===== src/rtl/alu_pkg.sv =====
// Shared constants for the accumulator datapath ALU.
//   DATA_W  : operand/result width (fixed at 16)
//   CLA_GRP : bits per carry-lookahead group
//   NUM_GRP : number of CLA groups in the adder
//   FLAG_*  : bit positions inside the registered {cout, ovf, zero} flag vector
package alu_pkg;

  localparam int unsigned DATA_W  = 16;
  localparam int unsigned CLA_GRP = 4;
  localparam int unsigned NUM_GRP = DATA_W / CLA_GRP;
  localparam int unsigned FLAG_W  = 3;

  localparam int unsigned FLAG_C = 2;
  localparam int unsigned FLAG_V = 1;
  localparam int unsigned FLAG_Z = 0;

  typedef logic [DATA_W-1:0] data_t;
  typedef logic [FLAG_W-1:0] flags_t;

endpackage


===== src/rtl/adder_16_if.sv =====
// Operand/result bundle of adder_16.
//   a, b, in_valid            : operands and capture strobe (driven by master)
//   r, cout, ovf, zero        : combinational sum and flags (driven by slave)
//   r_q, flags_q, valid_q     : registered sum, {cout, ovf, zero}, and strobe
interface adder_16_if;
  import alu_pkg::*;

  data_t  a;
  data_t  b;
  logic   in_valid;
  data_t  r;
  logic   cout;
  logic   ovf;
  logic   zero;
  data_t  r_q;
  flags_t flags_q;
  logic   valid_q;

  modport master (
    output a, b, in_valid,
    input  r, cout, ovf, zero, r_q, flags_q, valid_q
  );

  modport slave (
    input  a, b, in_valid,
    output r, cout, ovf, zero, r_q, flags_q, valid_q
  );

endinterface


===== src/rtl/cla_4.sv =====
// 4-bit carry-lookahead slice.
//   a_i, b_i : operand nibbles
//   ci_i     : carry into the slice
//   s_o      : sum nibble
//   g_o, p_o : group generate / propagate for the second-level lookahead
module cla_4
  import alu_pkg::*;
(
  input  logic [CLA_GRP-1:0] a_i,
  input  logic [CLA_GRP-1:0] b_i,
  input  logic               ci_i,
  output logic [CLA_GRP-1:0] s_o,
  output logic               g_o,
  output logic               p_o
);

  logic [CLA_GRP-1:0] g;
  logic [CLA_GRP-1:0] p;
  logic [CLA_GRP-1:0] c;

  assign g = a_i & b_i;
  assign p = a_i ^ b_i;

  // Every carry is expanded directly from ci_i so no carry depends on another.
  assign c[0] = ci_i;
  assign c[1] = g[0] | (p[0] & ci_i);
  assign c[2] = g[1] | (p[1] & g[0]) | (p[1] & p[0] & ci_i);
  assign c[3] = g[2] | (p[2] & g[1]) | (p[2] & p[1] & g[0]) | (p[2] & p[1] & p[0] & ci_i);

  assign s_o = p ^ c;

  assign g_o = g[3] | (p[3] & g[2]) | (p[3] & p[2] & g[1]) | (p[3] & p[2] & p[1] & g[0]);
  assign p_o = &p;

endmodule


===== src/rtl/adder_16.sv =====
// 16-bit two-operand adder with combinational sum/flags and a registered copy.
//   clk   : rising-edge clock (registered outputs only)
//   rst_n : asynchronous active-low reset
//   bus   : adder_16_if slave -- a, b, in_valid in; r, cout, ovf, zero, r_q, flags_q,
//           valid_q out
// Four cla_4 slices feed a second-level lookahead that produces c4/c8/c12/c16.
module adder_16
  import alu_pkg::*;
(
  input logic        clk,
  input logic        rst_n,
  adder_16_if.slave  bus
);

  logic [NUM_GRP-1:0] grp_g;
  logic [NUM_GRP-1:0] grp_p;
  logic [NUM_GRP:0]   grp_c;  // grp_c[k] is the carry into group k; grp_c[NUM_GRP] is c16
  data_t              sum;

  // Carry-in is tied to 0, so its terms drop out of the lookahead equations.
  assign grp_c[0] = 1'b0;
  assign grp_c[1] = grp_g[0];
  assign grp_c[2] = grp_g[1] | (grp_p[1] & grp_g[0]);
  assign grp_c[3] = grp_g[2] | (grp_p[2] & grp_g[1]) | (grp_p[2] & grp_p[1] & grp_g[0]);
  assign grp_c[4] = grp_g[3] | (grp_p[3] & grp_g[2]) | (grp_p[3] & grp_p[2] & grp_g[1])
                  | (grp_p[3] & grp_p[2] & grp_p[1] & grp_g[0]);

  for (genvar gi = 0; gi < NUM_GRP; gi++) begin : gen_grp
    cla_4 u_cla (
      .a_i  (bus.a[gi*CLA_GRP +: CLA_GRP]),
      .b_i  (bus.b[gi*CLA_GRP +: CLA_GRP]),
      .ci_i (grp_c[gi]),
      .s_o  (sum[gi*CLA_GRP +: CLA_GRP]),
      .g_o  (grp_g[gi]),
      .p_o  (grp_p[gi])
    );
  end

  logic cout;
  logic ovf;
  logic zero;

  assign cout = grp_c[NUM_GRP];
  // Signed overflow: like-signed operands whose sum flips sign.
  assign ovf  = (bus.a[DATA_W-1] == bus.b[DATA_W-1]) && (sum[DATA_W-1] != bus.a[DATA_W-1]);
  assign zero = ~|sum;

  assign bus.r    = sum;
  assign bus.cout = cout;
  assign bus.ovf  = ovf;
  assign bus.zero = zero;

  // Registered copy for the status/flag register path.
  data_t  res_d,   res_q;
  flags_t flags_d, flags_q;
  logic   valid_q;

  always_comb begin
    res_d   = res_q;
    flags_d = flags_q;
    if (bus.in_valid) begin
      res_d           = sum;
      flags_d[FLAG_C] = cout;
      flags_d[FLAG_V] = ovf;
      flags_d[FLAG_Z] = zero;
    end
  end

  always_ff @(posedge clk or negedge rst_n) begin
    if (!rst_n) begin
      res_q   <= '0;
      flags_q <= '0;
      valid_q <= 1'b0;
    end else begin
      res_q   <= res_d;
      flags_q <= flags_d;
      valid_q <= bus.in_valid;
    end
  end

  assign bus.r_q     = res_q;
  assign bus.flags_q = flags_q;
  assign bus.valid_q = valid_q;

endmodule


===== src/flat_wrapper.sv =====
// flat-port wrapper written by rule: the top's interface ports become plain ports
module adder_16_flat import alu_pkg::*;
  (clk, rst_n, bus_a, bus_b, bus_in_valid, bus_r, bus_cout, bus_ovf, bus_zero, bus_r_q, bus_flags_q, bus_valid_q);
  adder_16_if bus_i ();
  input logic clk;
  input logic rst_n;
  input wire logic [$bits(bus_i.a)-1:0] bus_a;
  input wire logic [$bits(bus_i.b)-1:0] bus_b;
  input wire logic [$bits(bus_i.in_valid)-1:0] bus_in_valid;
  output wire logic [$bits(bus_i.r)-1:0] bus_r;
  output wire logic [$bits(bus_i.cout)-1:0] bus_cout;
  output wire logic [$bits(bus_i.ovf)-1:0] bus_ovf;
  output wire logic [$bits(bus_i.zero)-1:0] bus_zero;
  output wire logic [$bits(bus_i.r_q)-1:0] bus_r_q;
  output wire logic [$bits(bus_i.flags_q)-1:0] bus_flags_q;
  output wire logic [$bits(bus_i.valid_q)-1:0] bus_valid_q;
  assign bus_i.a = bus_a;
  assign bus_i.b = bus_b;
  assign bus_i.in_valid = bus_in_valid;
  assign bus_r = bus_i.r;
  assign bus_cout = bus_i.cout;
  assign bus_ovf = bus_i.ovf;
  assign bus_zero = bus_i.zero;
  assign bus_r_q = bus_i.r_q;
  assign bus_flags_q = bus_i.flags_q;
  assign bus_valid_q = bus_i.valid_q;
  adder_16 u_core (.clk(clk), .rst_n(rst_n), .bus(bus_i));
endmodule

===== config.mk =====
export PLATFORM = sky130hd
export DESIGN_NAME = adder_16_flat
export DESIGN_NICKNAME = d
export VERILOG_FILES = /design/src/rtl/alu_pkg.sv /design/src/rtl/adder_16_if.sv /design/src/rtl/cla_4.sv /design/src/rtl/adder_16.sv /design/src/flat_wrapper.sv
export SDC_FILE = /design/constraint.sdc
export NUM_CORES = 1
export LEC_CHECK = 0
export ABC_AREA = 0
export BUFFER_PORTS_ARGS = -buffer_cell sky130_fd_sc_hd__clkbuf_2
export CORE_ASPECT_RATIO = 1.1
export CORE_MARGIN = 3
export CORE_UTILIZATION = 45
export DETAILED_ROUTE_END_ITERATION = 12
export PLACE_DENSITY = 0.8
export SLEW_MARGIN = 20
export SYNTH_ARGS = -nofsm -noshare
export SYNTH_HDL_FRONTEND = slang
export SYNTH_SLANG_ARGS = --single-unit

===== constraint.sdc =====
create_clock -name clk -period 5.56 [get_ports clk]
set_input_delay 1.112 -clock clk [delete_from_list [all_inputs] [get_ports clk]]
set_output_delay 1.112 -clock clk [all_outputs]
set_load 0.02 [all_outputs]

==> out/qor.yml <==
outcome:
  outcome: "finished clean"
floorplanning:
  die_w_um: 59.19
  num_rows: 20
  core_sq_um: 2878
  ios: 74
  die_h_um: 64.50
  fp.dieArea_sq_um: 3817
  start_util_pct: 48.65
sta:
  skew_ns: 0
  slew_headroom_pct: 65.30
  tns_ns: 0
  worstMarginPinSlew_ns: 0.5205
  hold_ws_ns: 0.5065
  hold_viol_final: 0
  rsz0062_at_grt: "no"
  fin_ws_ns: 0.1311
  drv_slew: 0
  timing.fmax_ghz: 0.1842
  layout_worst_path_cycle_share_pct: 97.64
  finalSetupViolations: 0
  min_period_ns: 5.429
clock_tree:
  cts_tree: "yes"
  clockRootBuffer: "clkbuf_4"
  cts_sinks: 20
  h-tree-depth: 1
  clkTransAtPathRegs_ns: 0.12
  cts_buffers: 3
  post-cts-setup-buffer-count: 0
  clock_path_buffers: 2
  insertion_delay_ns: 0.29
grt:
  busiest_layer: "met2"
  grt-ovfl-total: 0
  use_met1_pct: 22.43
  antenna_found_initial: 0
  grt_start_max_net_pins: 21
  grt_pass1_wl_mm: 5.423
  track_usage_pct: 18.30
  grt_pass1_vias: 1198
  use_met2_pct: 32.51
  use_met3_pct: 2.390
worst_setup_path:
  worstPathMaxFanout: 3
  worstPathArrival_ns: 4.32
  critPathKind: "input pin to primary output"
  reg2reg_to: "u_core.bus.r_q[8]"
  reg2reg_depth: 1
  required_ns: 4.45
  r2r_start: "u_core.bus.r_q[8]"
  cp-end-kind: "primary output"
  cp-startpoint: "bus_b[1]"
  r2r_slack_ns: 4.78
  startpoint_type: "input pin"
place:
  dpl.cell_count: 237
  detailedPlace.worstSlack_ns: 0.08482
  numPortBuffers: 73
  hpwl_mm: 2.843
  gp_congestion: 0.8515
synth:
  syn_area_sq_um: 1400
  mappedNetlistNets: 184
  yosys_warnings: 0
  avgSynthCellArea_sq_um: 10.85
  synth.distinct_cells: 32
  postSynthCellCount: 129
  synth_seq_cells: 20
  synth-seq-area-share_pct: 35.75
min_path:
  min_to: "u_core.bus.flags_q[0]"
  min_from: "u_core.bus.flags_q[0]"
  hold_path_class: "flip-flop to flip-flop"
  hold_depth: 2
power:
  switching_share_pct: 39.58
  powerDensity_nw_per_um2: 313.6
  leakagePower_nw: 0.9982
  intPower_mw: 0.3582
  pwr-share-seq_pct: 32.3
  vdd.ir_drop.worst_mv: 0.1866
  p_switching_mw: 0.2347
  pwr-share-comb_pct: 47.6
  power_frac_clock_pct: 20.0
final_layout:
  area_growth_pct: 35.03
  antenna_cells: 0
  fillers: 236
  stdcell_count: 241
  layout.nets: 264
  drive_gt1_share_pct: 50.00
  utilization_pct: 65.70
route:
  via_per_inst: 5.311
  post_drt_wl_per_cell_um: 14.22
  dr.pass1.iters: 4
  drtIter0Drc: 29
  drc: 0
  drt-total-wl_mm: 3.428
  antenna_left: 0
  via_count: 1280
flow_run:
  maxCapViolCount: 0
power by group through the flow:
| stage | logic [mW] | clock network [mW] | registers, mW |
|---|---|---|---|
| after floorplan | 0.138 | 0 | 0.233 |
| after global placement | 0.279 | 0 | 0.193 |
| after detailed placement | 0.282 | 0 | 0.195 |
| after CTS | 0.284 | 0.122 | 0.192 |
| after global routing | 0.304 | 0.129 | 0.197 |
| final | 0.283 | 0.119 | 0.192 |
critical path: stages:
cell and delay (ns):
clkbuf_2 0.09, ha_1 0.30, a211o_1 0.34, a21oi_4 0.15, o21ai_2 0.10, fa_1 0.38, xor2_1 0.19, or4_1 0.48
or4_1 0.42, or4_4 0.45, nor3_2 0.12, clkbuf_2 0.19
state kept, by name, indices dropped and copies added, names as in the netlist:
signal              flops
u_core.bus.r_q         16
u_core.bus.valid_q      1
u_core.bus.flags_q      3
cells by family (layout without fill, tap and decap cells):
logic type | count (synthesis) | after routing | share of synthesized area (%)
buffers and inverters | 13 | 92 | 3.485
DFF | 20 | 20 | 35.75
AOI/OAI and AO/OA | 27 | 27 | 13.76
muxes | 15 | 15 | 12.06
and+or+nand+nor | 23 | 23 | 8.043
adders and majority gates | 20 | 20 | 20.02
xor gates and xnor gates | 11 | 11 | 6.881
per-stage QoR:
| step | power (mW) | cell area [sq um] |
|---|---|---|
| global route | 0.6298 | 1891 |
| detailed placement | 0.4773 | 1834 |
| finish | 0.5929 | 1891 |
| CTS | 0.5981 | 1887 |
| global placement | 0.4726 | 1834 |
| floorplan | 0.3712 | 1405 |
final cells by class:
class / instances / area, sq um / area share, %
well taps: 33 / 41.29 / 2.184
flip-flops and latches: 20 / 500.5 / 26.47
inverters: 11 / 41.29 / 2.184
repair buffers: 77 / 395.4 / 20.91
clock buffers: 3 / 22.52 / 1.191
clock inverters: 1 / 30.03 / 1.588
multi-input cells: 96 / 859.6 / 45.47
cells in the mapped netlist (all sizes together):
library cell,number,share of area (%)
o31ai,1,0.54
a211o,1,0.63
nor2b,1,0.45
o211ai,1,0.54
a211oi,2,1.1
xor2,4,2.5
nor3,1,0.36
fa,4,5.7
a2111oi,1,0.63
o21a,2,1.2
inv,11,2.9
or4,3,1.9
o41ai,1,1.2
a21o,2,1.2
o21ai,4,1.7
nand2b,1,0.45
dfrtp,20,36
a31oi,1,0.45
clkbuf,1,0.27
xnor2,7,4.4
ha,16,14
mux2,15,12
nand4,2,0.89
nor2,7,1.9
nand2,8,2.1
buf,1,0.27
a21oi,11,4.7
cell usage in the layout (no fill, tap or decap), types with 2 or more instances in the layout:
master and count:
a211oi_1 2, a21oi_1 10, buf_4 4, clkbuf_2 73, clkbuf_4 3, dfrtp_1 20, fa_1 4, ha_1 16
inv_1 11, mux2_2 15, nand2_1 8, nand4_1 2, nor2_1 7, o21ai_0 2, o21ai_2 2, or4_1 2
xnor2_1 7, xor2_1 4
metal layers:
metal  wire, um  vias to the layer above
met2       1835                       54
met5          0                        -
li1           -                      618
met3        207                        4
met4         51                        0
met1       1333                      604
worst max path at each step:
stage	endpoint	cells after the start
after detailed placement	bus_zero	12
after CTS	bus_zero	12
after floorplan	bus_zero	10
after global placement	bus_zero	12
final	bus_zero	12
after global routing	bus_zero	12
repair_timing:
item                       CTS  global route
hold buffers                 0             0
setup endpoints to repair    0             1
gates resized for setup      0             2
(Power assumes the default switching activity.)
